[src/rtl/editable_text_buffer_pkg.sv]
// Shared definitions for the editable text buffer: terminator code, edit command
// encoding and engine state encoding.
package editable_text_buffer_pkg;

    localparam int NUL = 0;

    typedef enum logic [2:0] {
        CMD_NONE,
        CMD_LEFT,
        CMD_RIGHT,
        CMD_BACKSPACE,
        CMD_INSERT
    } cmd_e;

    typedef enum logic [1:0] {
        ST_IDLE,
        ST_SHIFT,
        ST_ITER_READ,
        ST_ITER_OUT
    } state_e;

endpackage

[src/rtl/editable_text_buffer_edit_command_latch.sv]
// Captures one keyboard edit command, resolves simultaneous requests by priority and
// holds it until the engine accepts it.
module editable_text_buffer_edit_command_latch
    import editable_text_buffer_pkg::*;
#(
    parameter int SYMBOL_WIDTH = 7
) (
    input  logic                    clk,
    input  logic                    rst_n,
    input  logic                    i_left,
    input  logic                    i_right,
    input  logic                    i_backspace,
    input  logic [SYMBOL_WIDTH-1:0] i_symbol,
    input  logic                    i_busy,
    input  logic                    i_accept,
    output logic                    o_pending,
    output cmd_e                    o_cmd,
    output logic [SYMBOL_WIDTH-1:0] o_symbol
);

    cmd_e                    w_cmd;
    logic                    r_pending;
    cmd_e                    r_cmd;
    logic [SYMBOL_WIDTH-1:0] r_symbol;

    always_comb begin
        w_cmd = CMD_NONE;
        if (i_backspace)
            w_cmd = CMD_BACKSPACE;
        else if (i_left)
            w_cmd = CMD_LEFT;
        else if (i_right)
            w_cmd = CMD_RIGHT;
        else if (i_symbol != '0)
            w_cmd = CMD_INSERT;
    end

    // Anything presented while a command is held or being shifted in is dropped.
    always_ff @(posedge clk or negedge rst_n) begin
        if (!rst_n) begin
            r_pending <= 1'b0;
            r_cmd     <= CMD_NONE;
            r_symbol  <= '0;
        end else if (r_pending) begin
            if (i_accept)
                r_pending <= 1'b0;
        end else if (!i_busy && (w_cmd != CMD_NONE)) begin
            r_pending <= 1'b1;
            r_cmd     <= w_cmd;
            r_symbol  <= i_symbol;
        end
    end

    assign o_pending = r_pending;
    assign o_cmd     = r_cmd;
    assign o_symbol  = r_symbol;

endmodule

[src/rtl/editable_text_buffer.sv]
// Single-line text store: applies latched edit commands to a symbol memory with a
// cursor and visible window, and streams the full text or the window on request.
module editable_text_buffer
    import editable_text_buffer_pkg::*;
#(
    parameter int SYMBOL_WIDTH  = 7,
    parameter int SYMBOLS_COUNT = 127,
    parameter int VISIBLE_COUNT = 16
) (
    input  logic                    clk,
    input  logic                    rst_n,
    input  logic                    left,
    input  logic                    right,
    input  logic                    backspace,
    input  logic [SYMBOL_WIDTH-1:0] symbol,
    output logic                    input_ready,
    input  logic                    full_iter_start,
    input  logic                    visible_iter_start,
    input  logic                    iter_en,
    output logic [SYMBOL_WIDTH-1:0] iter_out,
    output logic                    iter_out_valid,
    output logic                    cursor_left,
    output logic                    cursor_right
);

    localparam int PW = $clog2(SYMBOLS_COUNT + 1);
    typedef logic [PW-1:0] pos_t;

    // One spare slot so every position 0..SYMBOLS_COUNT is addressable.
    logic [SYMBOL_WIDTH-1:0] r_mem [SYMBOLS_COUNT+1];

    state_e                  r_state;
    state_e                  w_state_next;
    pos_t                    r_len;
    pos_t                    r_cur;
    pos_t                    r_first;
    pos_t                    r_idx;
    pos_t                    r_pos;
    pos_t                    r_end;
    logic                    r_start_pend;
    logic                    r_start_full;
    logic [SYMBOL_WIDTH-1:0] r_iter_out;
    logic                    r_iter_valid;
    logic                    r_cursor_left;
    logic                    r_cursor_right;

    logic                    w_pending;
    cmd_e                    w_cmd;
    logic [SYMBOL_WIDTH-1:0] w_symbol;
    logic                    w_accept;
    logic                    w_iterating;
    logic                    w_start_in;
    logic                    w_start_go;
    logic                    w_start_full;
    logic                    w_restart;
    logic                    w_ins_ok;
    logic                    w_bs_ok;
    logic                    w_shift_ins;
    logic                    w_shift_done;
    logic                    w_at_end;
    pos_t                    w_load_pos;
    pos_t                    w_start_pos;
    pos_t                    w_start_end;

    function automatic pos_t f_first(input pos_t c, input pos_t f);
        int ci;
        int fi;
        ci = int'(c);
        fi = int'(f);
        if (ci < fi)
            fi = ci;
        else if (ci > fi + VISIBLE_COUNT - 1)
            fi = ci - VISIBLE_COUNT + 1;
        return pos_t'(fi);
    endfunction

    function automatic pos_t f_vis_end(input pos_t f, input pos_t l);
        int e;
        e = int'(f) + VISIBLE_COUNT;
        if (e > int'(l))
            e = int'(l);
        return pos_t'(e);
    endfunction

    editable_text_buffer_edit_command_latch #(
        .SYMBOL_WIDTH(SYMBOL_WIDTH)
    ) u_cmd_latch (
        .clk        (clk),
        .rst_n      (rst_n),
        .i_left     (left),
        .i_right    (right),
        .i_backspace(backspace),
        .i_symbol   (symbol),
        .i_busy     (r_state == ST_SHIFT),
        .i_accept   (w_accept),
        .o_pending  (w_pending),
        .o_cmd      (w_cmd),
        .o_symbol   (w_symbol)
    );

    assign w_iterating  = (r_state == ST_ITER_READ) || (r_state == ST_ITER_OUT);
    assign w_accept     = (r_state == ST_IDLE) && w_pending;
    assign w_start_in   = full_iter_start || visible_iter_start;
    assign w_start_go   = (r_state == ST_IDLE) && !w_pending && (w_start_in || r_start_pend);
    assign w_start_full = w_start_in ? full_iter_start : r_start_full;
    assign w_restart    = w_iterating && w_start_in;
    assign w_start_pos  = w_start_full ? '0 : r_first;
    assign w_start_end  = w_start_full ? r_len : f_vis_end(r_first, r_len);
    assign w_ins_ok     = int'(r_len) < SYMBOLS_COUNT;
    assign w_bs_ok      = (r_cur != '0);
    assign w_shift_ins  = (w_cmd == CMD_INSERT);
    assign w_shift_done = w_shift_ins ? (r_idx == r_cur) : (r_idx == r_len - 1'b1);
    assign w_load_pos   = (r_state == ST_ITER_OUT) ? r_pos + 1'b1 : r_pos;
    assign w_at_end     = (r_pos == r_end);
    assign input_ready  = !w_pending && (r_state == ST_IDLE) && !r_start_pend;

    always_ff @(posedge clk or negedge rst_n) begin
        if (!rst_n)
            r_state <= ST_IDLE;
        else
            r_state <= w_state_next;
    end

    always_comb begin
        w_state_next = r_state;
        unique case (r_state)
            ST_IDLE: begin
                if (w_accept) begin
                    if ((w_cmd == CMD_INSERT && w_ins_ok) || (w_cmd == CMD_BACKSPACE && w_bs_ok))
                        w_state_next = ST_SHIFT;
                end else if (w_start_go) begin
                    w_state_next = ST_ITER_READ;
                end
            end
            ST_SHIFT: begin
                if (w_shift_done)
                    w_state_next = ST_IDLE;
            end
            ST_ITER_READ: begin
                w_state_next = w_restart ? ST_ITER_READ : ST_ITER_OUT;
            end
            ST_ITER_OUT: begin
                if (w_restart)
                    w_state_next = ST_ITER_READ;
                else if (iter_en && w_at_end)
                    w_state_next = ST_IDLE;
            end
            default: w_state_next = ST_IDLE;
        endcase
    end

    always_ff @(posedge clk or negedge rst_n) begin
        if (!rst_n) begin
            r_len          <= '0;
            r_cur          <= '0;
            r_first        <= '0;
            r_idx          <= '0;
            r_pos          <= '0;
            r_end          <= '0;
            r_start_pend   <= 1'b0;
            r_start_full   <= 1'b0;
            r_iter_out     <= '0;
            r_iter_valid   <= 1'b0;
            r_cursor_left  <= 1'b0;
            r_cursor_right <= 1'b0;
        end else begin
            unique case (r_state)
                ST_IDLE: begin
                    if (w_accept) begin
                        unique case (w_cmd)
                            CMD_LEFT: begin
                                if (w_bs_ok) begin
                                    r_cur   <= r_cur - 1'b1;
                                    r_first <= f_first(r_cur - 1'b1, r_first);
                                end
                            end
                            CMD_RIGHT: begin
                                if (r_cur != r_len) begin
                                    r_cur   <= r_cur + 1'b1;
                                    r_first <= f_first(r_cur + 1'b1, r_first);
                                end
                            end
                            CMD_BACKSPACE: r_idx <= r_cur - 1'b1;
                            CMD_INSERT:    r_idx <= r_len;
                            default: ;
                        endcase
                    end else if (w_start_go) begin
                        r_pos <= w_start_pos;
                        r_end <= w_start_end;
                    end
                end
                // Insert walks r_idx down from len to cur; backspace walks it up to len-1.
                ST_SHIFT: begin
                    if (w_shift_done) begin
                        if (w_shift_ins) begin
                            r_len   <= r_len + 1'b1;
                            r_cur   <= r_cur + 1'b1;
                            r_first <= f_first(r_cur + 1'b1, r_first);
                        end else begin
                            r_len   <= r_len - 1'b1;
                            r_cur   <= r_cur - 1'b1;
                            r_first <= f_first(r_cur - 1'b1, r_first);
                        end
                    end else begin
                        r_idx <= w_shift_ins ? r_idx - 1'b1 : r_idx + 1'b1;
                    end
                end
                ST_ITER_READ, ST_ITER_OUT: begin
                    if (w_restart) begin
                        r_pos        <= w_start_pos;
                        r_end        <= w_start_end;
                        r_iter_valid <= 1'b0;
                    end else if (r_state == ST_ITER_READ || iter_en) begin
                        if (r_state == ST_ITER_OUT && w_at_end) begin
                            r_iter_valid <= 1'b0;
                        end else begin
                            r_pos          <= w_load_pos;
                            r_iter_out     <= (w_load_pos == r_end) ? SYMBOL_WIDTH'(NUL)
                                                                    : r_mem[w_load_pos];
                            r_cursor_left  <= (w_load_pos == r_cur);
                            r_cursor_right <= w_bs_ok && (w_load_pos == r_cur - 1'b1);
                            r_iter_valid   <= 1'b1;
                        end
                    end
                end
                default: ;
            endcase

            if (w_start_go) begin
                r_start_pend <= 1'b0;
            end else if (w_start_in && !w_iterating) begin
                r_start_pend <= 1'b1;
                r_start_full <= full_iter_start;
            end
        end
    end

    always_ff @(posedge clk) begin
        if (r_state == ST_SHIFT) begin
            if (w_shift_ins) begin
                if (w_shift_done)
                    r_mem[r_cur] <= w_symbol;
                else
                    r_mem[r_idx] <= r_mem[r_idx - 1'b1];
            end else if (!w_shift_done) begin
                r_mem[r_idx] <= r_mem[r_idx + 1'b1];
            end
        end
    end

    assign iter_out       = r_iter_out;
    assign iter_out_valid = r_iter_valid;
    assign cursor_left    = r_cursor_left;
    assign cursor_right   = r_cursor_right;

endmodule

[config.mk]
export PLATFORM = sky130hd
export DESIGN_NAME = editable_text_buffer
export DESIGN_NICKNAME = d
export VERILOG_FILES = /design/src/rtl/editable_text_buffer_pkg.sv /design/src/rtl/editable_text_buffer_edit_command_latch.sv /design/src/rtl/editable_text_buffer.sv
export SDC_FILE = /design/constraint.sdc
export NUM_CORES = 2
export LEC_CHECK = 0
export ABC_AREA = 1
export ABC_CLOCK_PERIOD_IN_PS = 7300
export BUFFER_PORTS_ARGS = -buffer_cell sky130_fd_sc_hd__buf_4
export CORE_MARGIN = 5
export CORE_UTILIZATION = 25
export CTS_BUF_LIST = sky130_fd_sc_hd__clkbuf_16
export CTS_CLUSTER_DIAMETER = 100
export DETAILED_ROUTE_END_ITERATION = 8
export PLACE_DENSITY = 0.39
export SLEW_MARGIN = 10
export SYNTH_ARGS = -nofsm -noshare
export SYNTH_HDL_FRONTEND = slang
export SYNTH_SLANG_ARGS = --single-unit
[constraint.sdc]
create_clock -name clk -period 7.3 [get_ports clk]
set_input_delay 0 -clock clk [delete_from_list [all_inputs] [get_ports clk]]
set_output_delay 0 -clock clk [all_outputs]
set_load 0.01 [all_outputs]
# Yosys cells after proc, flatten, opt, wreduce, memory -nomap -nowiden

Memory sizes are Yosys's and may differ from the RTL's.
Cells that the tools add are included.

Flip-flop bits (word level): 67
Memory bits (writable): 896
Input bits: 15
Output and inout port bits: 11
Memories kept: 1

Equality and inequality tests: 29
Reduce and logical (&&, ||, !) cells: 41
Order comparisons: 6
Bitwise operators: 5
Muxes and demuxes: 76
Add/sub/neg operators: 13

Memory list:

| memory | words | width | read ports | clocked after Yosys merged registers in | wr ports | RTL line                   | source |
|---|---|---|---|---|---|---|---|
| r_mem  | 128   | 7     | 3          | 0                                       | 1        | editable_text_buffer.sv:30 | `logic [SYMBOL_WIDTH-1:0] r_mem [SYMBOLS_COUNT+1];` |

Operator list:

| cell                                                               | number |
|---|---|
| 7-bit 2-to-1 mux                                                   | 34 |
| 7-bit one-hot mux with 2 select lines                              | 8 |
| 7-bit equality test                                                | 6 |
| 7-bit by 1-bit adder with 7-bit output, second input constant      | 4 |
| 1-bit 2-to-1 mux                                                   | 23 |
| 7-bit by 1-bit subtractor with 7-bit output, second input constant | 3 |
| 8-bit by 9-bit greater-than comparator with 1-bit output           | 2 |
| 3-bit inequality test, second input constant                       | 6 |
| 4-bit AND reduction                                                | 4 |
| 7-bit by 2-bit adder with 7-bit output, second input constant      | 2 |
| 7-bit < comparator                                                 | 2 |
| 7-bit nonzero test                                                 | 2 |
| 7-bit by 5-bit subtractor with 7-bit output, second input constant | 2 |
| 1-bit logical AND                                                  | 12 |
| 2-bit 2-to-1 mux                                                   | 6 |
| 3-bit 2-to-1 mux                                                   | 4 |
| 2-bit inequality test, second input constant                       | 5 |
| 8-bit by 1-bit subtractor with 9-bit output, second input constant | 1 |
| 7-bit by 5-bit adder with 8-bit output, second input constant      | 1 |
| 8-bit by 7-bit greater-than comparator with 1-bit output           | 1 |
| 2-bit one-hot mux with 4 select lines                              | 1 |
| 2-bit AND reduction                                                | 4 |
| 2-bit nonzero test                                                 | 4 |
| 7-bit < comparator, second input constant                          | 1 |
| other kinds (19)                                                   | 32 |

# Logic depth before layout (Yosys ltp)

Depth after elaboration: 10
Depth in mapped cells: 20

# Modules after synthesis

Synthesis repeated with hierarchy kept, for this count alone.

Cell total of the unflattened synthesis: 6794
Area total of the unflattened synthesis: 56538.0 um^2

Modules (own cells, without submodules):

| module                                  | sequential area each (um^2) | times used | area an instance (um^2) | cells each |
|---|---|---|---|---|
| editable_text_buffer                    | 28307.1                     | 1          | 55986.2                 | 6734 |
| editable_text_buffer_edit_command_latch | 275.3                       | 1          | 551.8                   | 60 |

# Worst setup path before layout

OpenSTA, ideal clock, no wires.

Path kind: register -> register
Start: reg r_idx[0]
End: mem r_mem[0][3], data pin
Library setup time: 0.907 ns
Arrival: 4.679 ns
Stages on the path, launching flop included: 20
Buffers on the path: 7
Setup slack: 1.714 ns
Cells stage by stage: dfrtp_1 buf_2 clkinv_1 buf_2 clkbuf_1 buf_1 ha_1 inv_1 clkbuf_1 clkbuf_1 clkbuf_1 nand2_1 o211ai_1 nand3_1 nand3_1 nand3_1 nand2_1 nand2_1 nand3_1 nand3_1

Longest elaborated chain between the ends: 9
Elaborated cells on any way between the ends: 17

Ends and longest elaborated chain:

| item                                                                                                | RTL line                    | source |
|---|---|---|
| from (decl)                                                                                         | editable_text_buffer.sv:37  | `pos_t r_idx;` |
| from (signal assigned)                                                                              | editable_text_buffer.sv:183 | `CMD_BACKSPACE: r_idx <= r_cur - 1'b1;` |
| from (signal assigned)                                                                              | editable_text_buffer.sv:184 | `CMD_INSERT: r_idx <= r_len;` |
| from (signal assigned)                                                                              | editable_text_buffer.sv:205 | `r_idx <= w_shift_ins ? r_idx - 1'b1 : r_idx + 1'b1;` |
| parallel branches: the longest is 8 deep, another holds 7-bit by 1-bit subtractor with 7-bit output | --                          |  |
| 7-bit 2-to-1 mux (no line) (*)                                                                      | --                          |  |
| to (decl)                                                                                           | editable_text_buffer.sv:30  |  |

Every way passes the cells marked *.

# Final worst setup path

Start: reg r_idx[0]
End: mem r_mem[98][0], data pin

Same word-level chain as after synthesis.

==> flow_results.xml <==
<?xml version="1.0" encoding="UTF-8"?>
<metrics>
  <group name="timing">
    <metric name="final_max_slew_viol_count" unit="">0</metric>
    <metric name="final.setup_skew" unit="ps">28.6</metric>
    <metric name="fmaxAchievable" unit="GHz">0.166</metric>
    <metric name="finalHoldViolations" unit="">0</metric>
    <metric name="worst_rel_slew_slack" unit="%">12.7</metric>
    <metric name="report.final.setup_viol" unit="">0</metric>
    <metric name="finalCriticalPeriod" unit="ps">6030</metric>
    <metric name="totalNegativeSetupSlack" unit="ps">0</metric>
    <metric name="max_slew.worst_pin.slew" unit="ps">1310</metric>
    <metric name="timing.final.crit_share" unit="%">82.6</metric>
    <metric name="grt_setup_unrepaired" unit="">no</metric>
  </group>
  <group name="routing">
    <metric name="detail_route.first_pass.iterations" unit="">6</metric>
    <metric name="wire_length_reported_by_the_detailed_router" unit="microns">249000</metric>
    <metric name="avgViaCountPerCell" unit="">5.22</metric>
    <metric name="detailroute.via_count" unit="">50160</metric>
    <metric name="drt_drc" unit="">0</metric>
    <metric name="drt_iter0_drc" unit="">5958</metric>
    <metric name="ant_nets" unit="">0</metric>
    <metric name="avgRoutedWirePerCell" unit="microns">25.9</metric>
  </group>
  <group name="hold_path">
    <metric name="hold_path.class" unit="">primary input to register</metric>
    <metric name="worst_hold_path.endpoint" unit="">u_cmd_latch.o_cmd[2]$_DFFE_PN0P_</metric>
    <metric name="hold_start" unit="">right</metric>
    <metric name="min_path_cells" unit="">5</metric>
  </group>
  <group name="worst_setup_path">
    <metric name="critical_path_buf_inv_count" unit="">4</metric>
    <metric name="r2r_setup_slack" unit="ps">1270</metric>
    <metric name="r2r_start" unit="">r_idx[0]$_DFFE_PN0P_</metric>
    <metric name="timing.critical_path.from_type" unit="">register</metric>
    <metric name="critPathSlowestCell" unit="">sky130_fd_sc_hd__dfrtp_4</metric>
    <metric name="endpoint_kind" unit="">register</metric>
    <metric name="critical_path.reg2reg.endpoint" unit="">r_mem[98][0]$_DFFE_PP_</metric>
    <metric name="crit_arrival" unit="ps">6460</metric>
    <metric name="rr_worst_depth" unit="">15</metric>
    <metric name="critical_path_required" unit="ps">7720</metric>
    <metric name="top_family_by_delay_on_critical_path" unit="">simple AND/OR/NAND/NOR gates</metric>
    <metric name="path_cells" unit="">inv_8 -&gt; ha_4 -&gt; inv_8 -&gt; buf_12 -&gt; nand2_1 -&gt; o21ai_0 -&gt; nand2_1 -&gt; o21ai_0 -&gt; o211ai_1 -&gt; nand3_1 -&gt; nand3_1 -&gt; nand2_1 -&gt; nand2_1 -&gt; nand3_4 -&gt; buf_12</metric>
    <metric name="max_stage_delay" unit="ps">910</metric>
    <metric name="timing.critical_path.fanout_max" unit="">108</metric>
    <metric name="critical_path.most_common_cell" unit="">sky130_fd_sc_hd__nand2_1</metric>
    <metric name="crit_path_kind" unit="">register to register</metric>
  </group>
  <group name="logic_synthesis">
    <metric name="synthDominantCellAreaShare" unit="%">47.6</metric>
    <metric name="synth_area_leaders" unit="">sky130_fd_sc_hd__edfxtp_1 (48%), sky130_fd_sc_hd__nand2_1 (14%), sky130_fd_sc_hd__nand3_1 (13%)</metric>
    <metric name="yosysSeqAreaShare" unit="%">50.5</metric>
    <metric name="synth-edff-count" unit="">896</metric>
    <metric name="synthMostInstantiatedCell" unit="">sky130_fd_sc_hd__nand2_1</metric>
    <metric name="synthesis.instances" unit="">6746</metric>
    <metric name="synth_cell_type_count" unit="">47</metric>
    <metric name="yosysWarningCount" unit="">0</metric>
    <metric name="postSynth.topFlopCell" unit="">sky130_fd_sc_hd__edfxtp_1</metric>
    <metric name="synth.cells.most_frequent" unit="">sky130_fd_sc_hd__nand2_1 (2,048), sky130_fd_sc_hd__nand3_1 (1,428), sky130_fd_sc_hd__edfxtp_1 (896)</metric>
    <metric name="synth-async-reset-ratio" unit="%">6.96</metric>
    <metric name="post_synth_net_total" unit="">6801</metric>
    <metric name="syn_avg_cell_area" unit="sq um">8.38</metric>
    <metric name="synth.cell_area" unit="sq um">56600</metric>
    <metric name="synth_area_leader_cell" unit="">sky130_fd_sc_hd__edfxtp_1</metric>
    <metric name="synth_seq_cells" unit="">963</metric>
  </group>
  <group name="global_route">
    <metric name="grt-ovfl-total" unit="">0</metric>
    <metric name="grt_pass1_vias" unit="">46361</metric>
    <metric name="antenna_violations_before_repair" unit="">5</metric>
    <metric name="grt_start_max_net_pins" unit="">209</metric>
    <metric name="globalRouteTotalUtil" unit="%">20.3</metric>
    <metric name="grt_pass1_wl" unit="microns">352000</metric>
  </group>
  <group name="die">
    <metric name="placement_rows" unit="">174</metric>
    <metric name="top_level_ports" unit="">26</metric>
    <metric name="die_h" unit="microns">486</metric>
    <metric name="die_width" unit="microns">486</metric>
    <metric name="fp.coreArea" unit="sq um">225000</metric>
    <metric name="die_area" unit="sq um">236000</metric>
    <metric name="start_util" unit="%">25.1</metric>
  </group>
  <group name="cells_and_area">
    <metric name="final_layout_size_suffix_gt1_share" unit="%">7.23</metric>
    <metric name="final_nets" unit="">6578</metric>
    <metric name="utilization" unit="%">28.5</metric>
    <metric name="synthToLayoutAreaGrowth" unit="%">13.3</metric>
    <metric name="layout.cell_area.non_filler" unit="sq um">64100</metric>
  </group>
  <group name="clocking">
    <metric name="numClockSinks" unit="">963</metric>
    <metric name="clk_root_buffer_cell" unit="">sky130_fd_sc_hd__clkbuf_16</metric>
    <metric name="cts.htree.levels" unit="">3</metric>
    <metric name="tritoncts" unit="">built</metric>
    <metric name="number_of_gates_resized_after_cts" unit="">0</metric>
    <metric name="clkSlewWorstSetupHoldPaths" unit="ps">60</metric>
    <metric name="tritoncts.num_buffers" unit="">120</metric>
    <metric name="worst_skew_pair.late_latency" unit="ps">770</metric>
    <metric name="clk_path_buf_depth" unit="">3</metric>
  </group>
  <group name="placement">
    <metric name="detailedPlacementHpwl" unit="microns">157000</metric>
    <metric name="final_estimated_routing_congestion_in_global_placement" unit="">0.894</metric>
    <metric name="io_buffers" unit="">25</metric>
    <metric name="dpl-instance-area" unit="sq um">59700</metric>
  </group>
  <group name="job">
    <metric name="cap_viol_max_count" unit="">0</metric>
  </group>
  <group name="run_status">
    <metric name="run_status" unit="">complete, no violations</metric>
  </group>
</metrics>
[tightest hold or removal path: cells and delay by family]
family,cells,cell delay (ps)
simple gates,1,110
buf+inv,3,670
compound gates,1,100
[cell type report]
type	count	area (sq um)
Clock buffer	122	3050
Fill cell	23703	161000
Tap cell	2992	3740
Sequential cell	963	28600
Antenna cell	2	5.00
Multi-Input combinational cell	4926	24800
Inverter	361	1390
Clock inverter	101	971
Timing Repair Buffer	151	1570
[cell families (layout without fill, tap and decap cells)]
logic type,after synthesis,after routing,synth area share (%)
simple gates,3777,3777,29.2
flops,963,963,50.5
compound gates,885,885,9.51
buf+inv,857,735,6.05
mux,165,165,2.92
xor+xnor,59,59,0.914
fa+ha+maj,40,40,0.885
other cells,0,2,0
[stage by stage]
stage	worst slack [ps]	cells	hold WS [ps]
4_1_cts	1200	9616	103
6_report	1270	9618	180
3_5_place_dp	1200	9362	217
3_3_place_gp	1270	9362	219
5_1_grt	1070	9617	208
2_1_floorplan	1710	6746	-296
[sequential cells by signal (all words and copies together), names as in the netlist, 2 cells and up]
signal and flops:
r_mem 896, iter_out 7, r_cur 7, r_end 7
r_first 7, r_idx 7, r_len 7, r_pos 7
u_cmd_latch.o_symbol 7, u_cmd_latch.o_cmd 3, r_state 2
[placed cells by master (no fill, tap or decap), types with 4 or more instances in the layout]
cell type and instances:
sky130_fd_sc_hd__nor4_1 4, sky130_fd_sc_hd__nand2_2 18, sky130_fd_sc_hd__o21ai_0 414, sky130_fd_sc_hd__nor2_1 144, sky130_fd_sc_hd__bufinv_16 16, sky130_fd_sc_hd__inv_2 13, sky130_fd_sc_hd__mux2i_1 165, sky130_fd_sc_hd__o22ai_1 8
sky130_fd_sc_hd__buf_4 93, sky130_fd_sc_hd__xnor2_1 8, sky130_fd_sc_hd__o31ai_1 4, sky130_fd_sc_hd__o221ai_1 7, sky130_fd_sc_hd__nor2_2 89, sky130_fd_sc_hd__dfrtp_1 66, sky130_fd_sc_hd__clkinv_2 23, sky130_fd_sc_hd__a21oi_1 104
sky130_fd_sc_hd__clkbuf_16 122, sky130_fd_sc_hd__inv_1 350, sky130_fd_sc_hd__o21ai_4 5, sky130_fd_sc_hd__or2_2 4, sky130_fd_sc_hd__dlygate4sd3_1 30, sky130_fd_sc_hd__nand2_1 2043, sky130_fd_sc_hd__nand3_4 7, sky130_fd_sc_hd__clkinv_4 8
sky130_fd_sc_hd__nand4_1 19, sky130_fd_sc_hd__ha_1 39, sky130_fd_sc_hd__nor3_1 7, sky130_fd_sc_hd__nand2_4 8, sky130_fd_sc_hd__clkinvlp_4 8, sky130_fd_sc_hd__clkinv_1 30, sky130_fd_sc_hd__nand4_4 8, sky130_fd_sc_hd__nand3_1 1421
sky130_fd_sc_hd__o21bai_1 4, sky130_fd_sc_hd__buf_12 27, sky130_fd_sc_hd__edfxtp_1 896, sky130_fd_sc_hd__o211ai_1 323, sky130_fd_sc_hd__inv_8 5, sky130_fd_sc_hd__xor2_1 44
[metal layers]
metal  track usage (%)  routed length, microns
met5                 0                      13
met2              32.2                  112000
met1              28.4                  111000
met4              6.45                    7880
met3              3.29                   18100
[worst max-delay path by stage]
| stage | from | to | slack [ps] | cells after the start |
|---|---|---|---|---|
| 5_1_grt | r_idx[0]$_DFFE_PN0P_ | r_mem[97][0]$_DFFE_PP_ | 1070 | 14 |
| 4_1_cts | r_idx[0]$_DFFE_PN0P_ | r_mem[99][0]$_DFFE_PP_ | 1200 | 15 |
| 3_3_place_gp | r_idx[0]$_DFFE_PN0P_ | r_mem[98][0]$_DFFE_PP_ | 1270 | 15 |
| 3_5_place_dp | r_idx[0]$_DFFE_PN0P_ | r_mem[98][0]$_DFFE_PP_ | 1200 | 15 |
| 2_1_floorplan | r_idx[0]$_DFFE_PN0P_ | r_mem[0][3]$_DFFE_PP_ | 1710 | 19 |
| 6_report | r_idx[0]$_DFFE_PN0P_ | r_mem[98][0]$_DFFE_PP_ | 1270 | 15 |
[timing repair]
action | 4_1_cts | 5_1_grt
buffers inserted | 0 | 0
hold endpoints to repair | 94 | 0
hold buffers | 31 | 0
Power is not shown: default switching activity piles up to over one toggle a cycle in this logic, so the estimate is an artifact.
